### src/rtl/fp_alu_issuer_pkg.sv
// ------------------------------------------------------------------
// fp_alu_issuer_pkg : opcode, FP constant and flag definitions shared by the issuer
// Revision: 1.0
// ------------------------------------------------------------------
`default_nettype none

package fp_alu_issuer_pkg;

  localparam logic [3:0] OP_ADD = 4'd0;
  localparam logic [3:0] OP_SUB = 4'd1;
  localparam logic [3:0] OP_MUL = 4'd2;
  localparam logic [3:0] OP_DIV = 4'd3;
  localparam logic [3:0] OP_ABS = 4'd4;
  localparam logic [3:0] OP_NEG = 4'd5;
  localparam logic [3:0] OP_MIN = 4'd6;
  localparam logic [3:0] OP_MAX = 4'd7;

  localparam logic [31:0] FP_ZERO = 32'h0000_0000;
  localparam logic [31:0] FP_QNAN = 32'h7FC0_0000;

  // Response flag layout: {timeout, invalid, underflow, overflow}
  localparam logic [3:0] FLAGS_TIMEOUT = 4'b1000;
  localparam logic [3:0] FLAGS_INVALID = 4'b0100;

  function automatic logic is_legal_op(input logic [3:0] op);
    return (op <= OP_MAX);
  endfunction

endpackage

`default_nettype wire

### src/rtl/fp_alu_issuer_timer.sv
// ------------------------------------------------------------------
// fp_issue_timer : WAIT-phase counter with stale-done guard and saturating timeout
// Revision: 1.0
// ------------------------------------------------------------------
`default_nettype none

module fp_issue_timer #(
  parameter int TIMEOUT_CYCLES = 64
) (
  input  logic clk,
  input  logic reset,
  input  logic clear,
  input  logic enable,
  input  logic done,
  output logic done_seen,
  output logic expired
);

  localparam int CW = $clog2(TIMEOUT_CYCLES + 1);
  localparam logic [CW-1:0] CNT_MAX  = CW'(TIMEOUT_CYCLES);
  localparam logic [CW-1:0] CNT_LAST = CW'(TIMEOUT_CYCLES - 1);

  logic [CW-1:0] wait_cnt;

  always_ff @(posedge clk) begin
    if (reset || clear) begin
      wait_cnt <= '0;
    end else if (enable && (wait_cnt != CNT_MAX)) begin
      wait_cnt <= wait_cnt + 1'b1;
    end
  end

  // The first WAIT cycle ignores done: the ALU's registered done may be left over from the prior op.
  assign done_seen = enable && done && (wait_cnt != '0);
  // Raised on the cycle whose increment would bring the count to TIMEOUT_CYCLES.
  assign expired   = enable && (wait_cnt >= CNT_LAST);

endmodule

`default_nettype wire

### src/rtl/fp_alu_issuer.sv
// ------------------------------------------------------------------
// fp_alu_issuer : single-outstanding command sequencer for the floating-point ALU
// Revision: 1.0
// ------------------------------------------------------------------
`default_nettype none

module fp_alu_issuer
  import fp_alu_issuer_pkg::*;
#(
  parameter int TIMEOUT_CYCLES = 64
) (
  input  logic        clk,
  input  logic        reset,
  input  logic        cmd_valid,
  output logic        cmd_ready,
  input  logic [31:0] cmd_a,
  input  logic [31:0] cmd_b,
  input  logic [3:0]  cmd_op,
  output logic [31:0] alu_operand_a,
  output logic [31:0] alu_operand_b,
  output logic [3:0]  alu_operation,
  output logic        alu_start,
  input  logic [31:0] alu_result,
  input  logic        alu_done,
  input  logic        alu_overflow,
  input  logic        alu_underflow,
  input  logic        alu_invalid,
  output logic        rsp_valid,
  input  logic        rsp_ready,
  output logic [31:0] rsp_result,
  output logic [3:0]  rsp_flags
);

  typedef enum logic [1:0] {
    IDLE  = 2'd0,
    ISSUE = 2'd1,
    WAIT  = 2'd2,
    RESP  = 2'd3
  } state_t;

  state_t state;
  logic   issue_phase;
  logic   wait_phase;
  logic   done_seen;
  logic   expired;

  assign issue_phase = (state == ISSUE);
  assign wait_phase  = (state == WAIT);

  fp_issue_timer #(
    .TIMEOUT_CYCLES (TIMEOUT_CYCLES)
  ) u_timer (
    .clk       (clk),
    .reset     (reset),
    .clear     (issue_phase),
    .enable    (wait_phase),
    .done      (alu_done),
    .done_seen (done_seen),
    .expired   (expired)
  );

  always_ff @(posedge clk) begin
    if (reset) begin
      state         <= IDLE;
      cmd_ready     <= 1'b0;
      alu_operand_a <= '0;
      alu_operand_b <= '0;
      alu_operation <= '0;
      alu_start     <= 1'b0;
      rsp_valid     <= 1'b0;
      rsp_result    <= '0;
      rsp_flags     <= '0;
    end else begin
      case (state)
        IDLE: begin
          cmd_ready <= 1'b1;
          if (cmd_valid && cmd_ready) begin
            // Operands stay put until the next accept; the ALU output mux keys off operation.
            alu_operand_a <= cmd_a;
            alu_operand_b <= cmd_b;
            alu_operation <= cmd_op;
            cmd_ready     <= 1'b0;
            if (is_legal_op(cmd_op)) begin
              alu_start <= 1'b1;
              state     <= ISSUE;
            end else begin
              rsp_valid  <= 1'b1;
              rsp_result <= FP_ZERO;
              rsp_flags  <= FLAGS_INVALID;
              state      <= RESP;
            end
          end
        end
        ISSUE: begin
          alu_start <= 1'b0;
          state     <= WAIT;
        end
        WAIT: begin
          // A done arriving on the expiry cycle takes precedence over the timeout.
          if (done_seen) begin
            rsp_valid  <= 1'b1;
            rsp_result <= alu_result;
            rsp_flags  <= {1'b0, alu_invalid, alu_underflow, alu_overflow};
            state      <= RESP;
          end else if (expired) begin
            rsp_valid  <= 1'b1;
            rsp_result <= FP_QNAN;
            rsp_flags  <= FLAGS_TIMEOUT;
            state      <= RESP;
          end
        end
        RESP: begin
          if (rsp_ready) begin
            rsp_valid <= 1'b0;
            cmd_ready <= 1'b1;
            state     <= IDLE;
          end
        end
        default: begin
          state <= IDLE;
        end
      endcase
    end
  end

endmodule

`default_nettype wire

### config.mk
export PLATFORM = sky130hd
export DESIGN_NAME = fp_alu_issuer
export DESIGN_NICKNAME = d
export VERILOG_FILES = /design/src/rtl/fp_alu_issuer_pkg.sv /design/src/rtl/fp_alu_issuer_timer.sv /design/src/rtl/fp_alu_issuer.sv
export SDC_FILE = /design/constraint.sdc
export NUM_CORES = 1
export LEC_CHECK = 0
export ABC_CLOCK_PERIOD_IN_PS = 2000
export CORE_ASPECT_RATIO = 0.8
export CORE_MARGIN = 1
export CORE_UTILIZATION = 37
export CTS_CLUSTER_DIAMETER = 40
export CTS_CLUSTER_SIZE = 12
export DETAILED_ROUTE_END_ITERATION = 10
export GPL_TIMING_DRIVEN = 0
export PLACE_DENSITY = 0.77
export SLEW_MARGIN = 0
export SYNTH_ARGS = -nofsm -noshare
export SYNTH_HDL_FRONTEND = slang
export SYNTH_SLANG_ARGS = --single-unit
### constraint.sdc
create_clock -name clk -period 2 [get_ports clk]
set_input_delay 0.5 -clock clk [delete_from_list [all_inputs] [get_ports clk]]
set_output_delay 0.5 -clock clk [all_outputs]
set_load 0.01 [all_outputs]
==> report_table.html <==
<table>
<tr><th>Metric</th><th>Value</th></tr>
<tr><th colspan="2">Critical path</th></tr>
<tr><td>Maximum fanout along the worst path</td><td>5</td></tr>
<tr><td>Launching element type of the critical path</td><td>flop</td></tr>
<tr><td>Slowest CP cell</td><td>sky130_fd_sc_hd__or4b_4</td></tr>
<tr><td>Worst path top cell family by delay</td><td>simple AND/OR/NAND/NOR gates</td></tr>
<tr><td>Worst Setup End Kind</td><td>flop</td></tr>
<tr><td>Data required time of the worst path</td><td>2.29 ns</td></tr>
<tr><td>Slowest Stage Delay on Critical Path</td><td>0.50 ns</td></tr>
<tr><td>Number of buffers and inverters on the critical path</td><td>2</td></tr>
<tr><td>Crit Path Category</td><td>reg -&gt; reg</td></tr>
<tr><td>Endpoint arrival time on the critical path</td><td>2.35 ns</td></tr>
<tr><td>List of cells traversed by the critical path</td><td>inv_2 -&gt; ha_1 -&gt; or4b_4 -&gt; or3_4 -&gt; nand3_4 -&gt; nor2_4 -&gt; buf_6 -&gt; a31o_1</td></tr>
<tr><th colspan="2">Global route</th></tr>
<tr><td>Via count of the first global-routing pass</td><td>4566</td></tr>
<tr><td>Total global-route track usage</td><td>0.229</td></tr>
<tr><td>Antenna violations before repair</td><td>0</td></tr>
<tr><td>Overflow left after global routing</td><td>0</td></tr>
<tr><td>Largest net degree at the start of global routing</td><td>17</td></tr>
<tr><td>First-pass GRT wire length</td><td>22.9 mm</td></tr>
<tr><th colspan="2">Timing</th></tr>
<tr><td>Fin. max-slew vios</td><td>0</td></tr>
<tr><td>Remaining max-slew budget at the tightest pin</td><td>0.643</td></tr>
<tr><td>Endpoints failing hold</td><td>0</td></tr>
<tr><td>Final critical-path required period</td><td>2.06 ns</td></tr>
<tr><td>Final Skew</td><td>0.00735 ns</td></tr>
<tr><td>Achievable Freq</td><td>0.486 GHz</td></tr>
<tr><td>Setup repair after global routing missed its margin</td><td>yes</td></tr>
<tr><td>Slew at the pin with the worst max-slew slack</td><td>0.536 ns</td></tr>
<tr><td>Fin crit share</td><td>1.03</td></tr>
<tr><td>Setup slack of the critical path after layout</td><td>-0.0564 ns</td></tr>
<tr><td>Worst hold slack across all endpoints</td><td>0.452 ns</td></tr>
<tr><td># setup viols final</td><td>24</td></tr>
<tr><th colspan="2">Power and ir drop</th></tr>
<tr><td>Total design power</td><td>8.21 mW</td></tr>
<tr><td>Peak VDD IR</td><td>0.000770 V</td></tr>
<tr><td>Leakage power</td><td>2.80 nW</td></tr>
<tr><td>Power per cell area</td><td>1060 mW/mm2</td></tr>
<tr><th colspan="2">Detailed routing</th></tr>
<tr><td>Routed Antenna Nets</td><td>0</td></tr>
<tr><td>Total Wirelength</td><td>14.7 mm</td></tr>
<tr><td>Detailed-route via count</td><td>4639</td></tr>
<tr><td>Wire length the detailed router placed on met1</td><td>6.17 mm</td></tr>
<tr><td>DR iter-0 viols</td><td>181</td></tr>
<tr><td>Number of detailed-routing iterations run before antenna repair</td><td>5</td></tr>
<tr><td>Routed wire per std cell</td><td>15.8 um</td></tr>
<tr><td>Number of DRC violations after detailed routing</td><td>0</td></tr>
<tr><td>Top sig layer</td><td>met4</td></tr>
<tr><td>Length of routed met2 wiring</td><td>7.40 mm</td></tr>
<tr><td>Met3 wire length</td><td>882 um</td></tr>
<tr><td>Post-detailed-route via-to-cell ratio</td><td>5.01</td></tr>
<tr><th colspan="2">Floorplanning</th></tr>
<tr><td>Die width</td><td>126 um</td></tr>
<tr><td>Area enclosed by the die boundary</td><td>0.0127 mm2</td></tr>
<tr><td>Rows</td><td>35</td></tr>
<tr><td>Starting density of the core</td><td>0.387</td></tr>
<tr><td>IO Pins</td><td>215</td></tr>
<tr><td>Die Ht</td><td>101 um</td></tr>
<tr><td>Core Area</td><td>0.0117 mm2</td></tr>
<tr><th colspan="2">CTS</th></tr>
<tr><td>Hold_buf cts</td><td>0</td></tr>
<tr><td>Clk pin slew, worst setup/hold paths</td><td>0.05 ns</td></tr>
<tr><td>CTS max path bufs</td><td>2</td></tr>
<tr><td>Root Buffer Master</td><td>sky130_fd_sc_hd__clkbuf_16</td></tr>
<tr><td>Number of clock sinks</td><td>116</td></tr>
<tr><td>Htree depth</td><td>4</td></tr>
<tr><td>CTS tree</td><td>built</td></tr>
<tr><td>CTS buffer count</td><td>17</td></tr>
<tr><td>Clock Latency Late Sink</td><td>0.40 ns</td></tr>
<tr><th colspan="2">Placement</th></tr>
<tr><td>Port Buffer Count</td><td>214</td></tr>
<tr><td>Post-placement cell count</td><td>881</td></tr>
<tr><td>Estimated wirelength of the detail-placed design</td><td>10.5 mm</td></tr>
<tr><td>Routability Congestion</td><td>0.781</td></tr>
<tr><th colspan="2">Synth</th></tr>
<tr><td>Cells after synthesis</td><td>519</td></tr>
<tr><td>Register area share after synthesis</td><td>0.512</td></tr>
<tr><td>Syn. warnings</td><td>0</td></tr>
<tr><td>Synth Flop Type</td><td>sky130_fd_sc_hd__dfxtp_1</td></tr>
<tr><td>Library cells used by synthesis</td><td>46</td></tr>
<tr><td>Number of flip-flops and latches in the synthesized netlist</td><td>116</td></tr>
<tr><td>Net Count, Synth</td><td>633</td></tr>
<tr><td>Netlist Area Pre-Place</td><td>0.00454 mm2</td></tr>
<tr><td>Post-synthesis async set-or-reset flop share</td><td>0</td></tr>
<tr><td>Count of flip-flops with a built-in enable after synthesis</td><td>0</td></tr>
<tr><td>Average cell area after synthesis</td><td>8.74 um2</td></tr>
<tr><th colspan="2">Layout</th></tr>
<tr><td>Commonest non-fill, non-tap cell in the layout</td><td>sky130_fd_sc_hd__clkdlybuf4s50_1</td></tr>
<tr><td>Nets</td><td>880</td></tr>
<tr><td>Post-route insts no fill</td><td>926</td></tr>
<tr><td>Final antenna diode count</td><td>0</td></tr>
<tr><td>Share of post-route cells with drive strength above 1</td><td>0.132</td></tr>
<tr><td>Highest-count cells in the layout ignoring fill and taps</td><td>sky130_fd_sc_hd__clkdlybuf4s50_1, sky130_fd_sc_hd__nand2_1, sky130_fd_sc_hd__dfxtp_1</td></tr>
<tr><td>Area growth from synthesis to layout</td><td>70.8%</td></tr>
<tr><th colspan="2">Status</th></tr>
<tr><td>Status</td><td>finished with violations</td></tr>
<tr><td>Violations in the final reports</td><td>negative setup slack</td></tr>
<tr><th colspan="2">Worst hold path</th></tr>
<tr><td>Min-delay worst type</td><td>reg -&gt; reg</td></tr>
<tr><th colspan="2">Run</th></tr>
<tr><td>Max capacitance violation total</td><td>0</td></tr>
</table>
cell type report:
class,instances,area [um2]
inverters,6,22.5
plain buffers,38,254
well taps,148,185
fillers,928,3990
multi-input cells,356,2040
clock inverters,9,128
repair buffers,231,2310
clock buffers,22,474
flip-flops and latches,116,2330
per-stage QoR:
stage / utilization / cell area [um2] / setup TNS [ns] / setup WS (ns)
floorplan: - / 4540 / 0 / 0.0450
global placement: 0.585 / 6860 / -50.22 / -0.607
detailed placement: 0.585 / 6860 / -54.41 / -0.682
CTS: 0.652 / 7650 / -0.478 / -0.0449
global route: 0.660 / 7750 / -2.86 / -0.116
finish: 0.660 / 7750 / -0.830 / -0.0564
report_power, final:
| group | internal [mW] | switching (mW) | total [mW] | leakage (nW) |
|---|---|---|---|---|
| Sequential | 2.59 | 0.162 | 2.75 | 0.942 |
| Combinational | 1.20 | 1.19 | 2.38 | 1.57 |
| Clock | 2.04 | 1.04 | 3.08 | 0.288 |
worst paths after layout:
| path | start | end | slack [ns] | cells after the start |
|---|---|---|---|---|
| setup reg to reg | u_timer.wait_cnt[0]$_SDFFE_PP0P_ | rsp_result[16]$_SDFFE_PP0P_ | -0.06 | 8 |
| setup / recovery | u_timer.wait_cnt[0]$_SDFFE_PP0P_ | rsp_result[16]$_SDFFE_PP0P_ | -0.06 | 8 |
| hold reg to reg | alu_operand_b[12]$_SDFFE_PP0P_ | alu_operand_b[12]$_SDFFE_PP0P_ | 0.45 | 2 |
| hold / removal | alu_operand_b[12]$_SDFFE_PP0P_ | alu_operand_b[12]$_SDFFE_PP0P_ | 0.45 | 2 |
what timing repair did:
item                                    4_1_cts  5_1_grt
setup buffers                                11        2
endpoints found under the setup margin       85       69
cloned                                        4        1
pin swaps                                     9       26
gates resized for setup                      28       25
Yosys cell counts, drive strengths merged, types with 2 or more instances:
cell type | n | area share
buf | 19 | 0.035
o21bai | 2 | 0.0033
nor2 | 13 | 0.012
ha | 6 | 0.017
o21ai | 3 | 0.0041
clkbuf | 21 | 0.017
nor3 | 3 | 0.0033
nand4 | 4 | 0.0055
xor2 | 3 | 0.0058
nand2 | 141 | 0.12
o211ai | 7 | 0.012
and3 | 2 | 0.0030
nand2b | 12 | 0.017
dfxtp | 116 | 0.51
a31o | 25 | 0.048
nor3b | 25 | 0.041
inv | 6 | 0.0050
a311oi | 2 | 0.0039
a21oi | 87 | 0.096
nand3 | 4 | 0.0055
per-layer routing:
metal	up-vias	GRT usage
met5	-	0
met4	0	0.0853
met3	18	0.0642
met2	160	0.411
met1	2190	0.262
li1	2271	-
sequential cells by signal, summed over array words and instances (netlist names):
register / flops
rsp_valid: 1
alu_start: 1
alu_operand_a: 32
alu_operation: 4
rsp_result: 32
cmd_ready: 1
u_timer.wait_cnt: 7
alu_operand_b: 32
state: 2
rsp_flags: 4
tightest hold or removal path: stages (launching register included):
cell                      delay, ns
sky130_fd_sc_hd__dfxtp_1       0.30
sky130_fd_sc_hd__nand2_1       0.05
sky130_fd_sc_hd__a21oi_1       0.05
cells by family (layout without fill, tap and decap cells):
group                    count (synthesis)  in the layout  synth area share
flip-flops                             116            116             0.512
AO/OA/AOI/OAI                          134            134             0.183
AND/OR/NAND/NOR                        210            211             0.217
multiplexers                             1              1           0.00221
buffers and inverters                   48            306            0.0623
adder cells (fa/ha/maj)                  6              6            0.0165
XOR/XNOR                                 4              4           0.00772
Note: power is estimated with default switching activity, not from simulation.
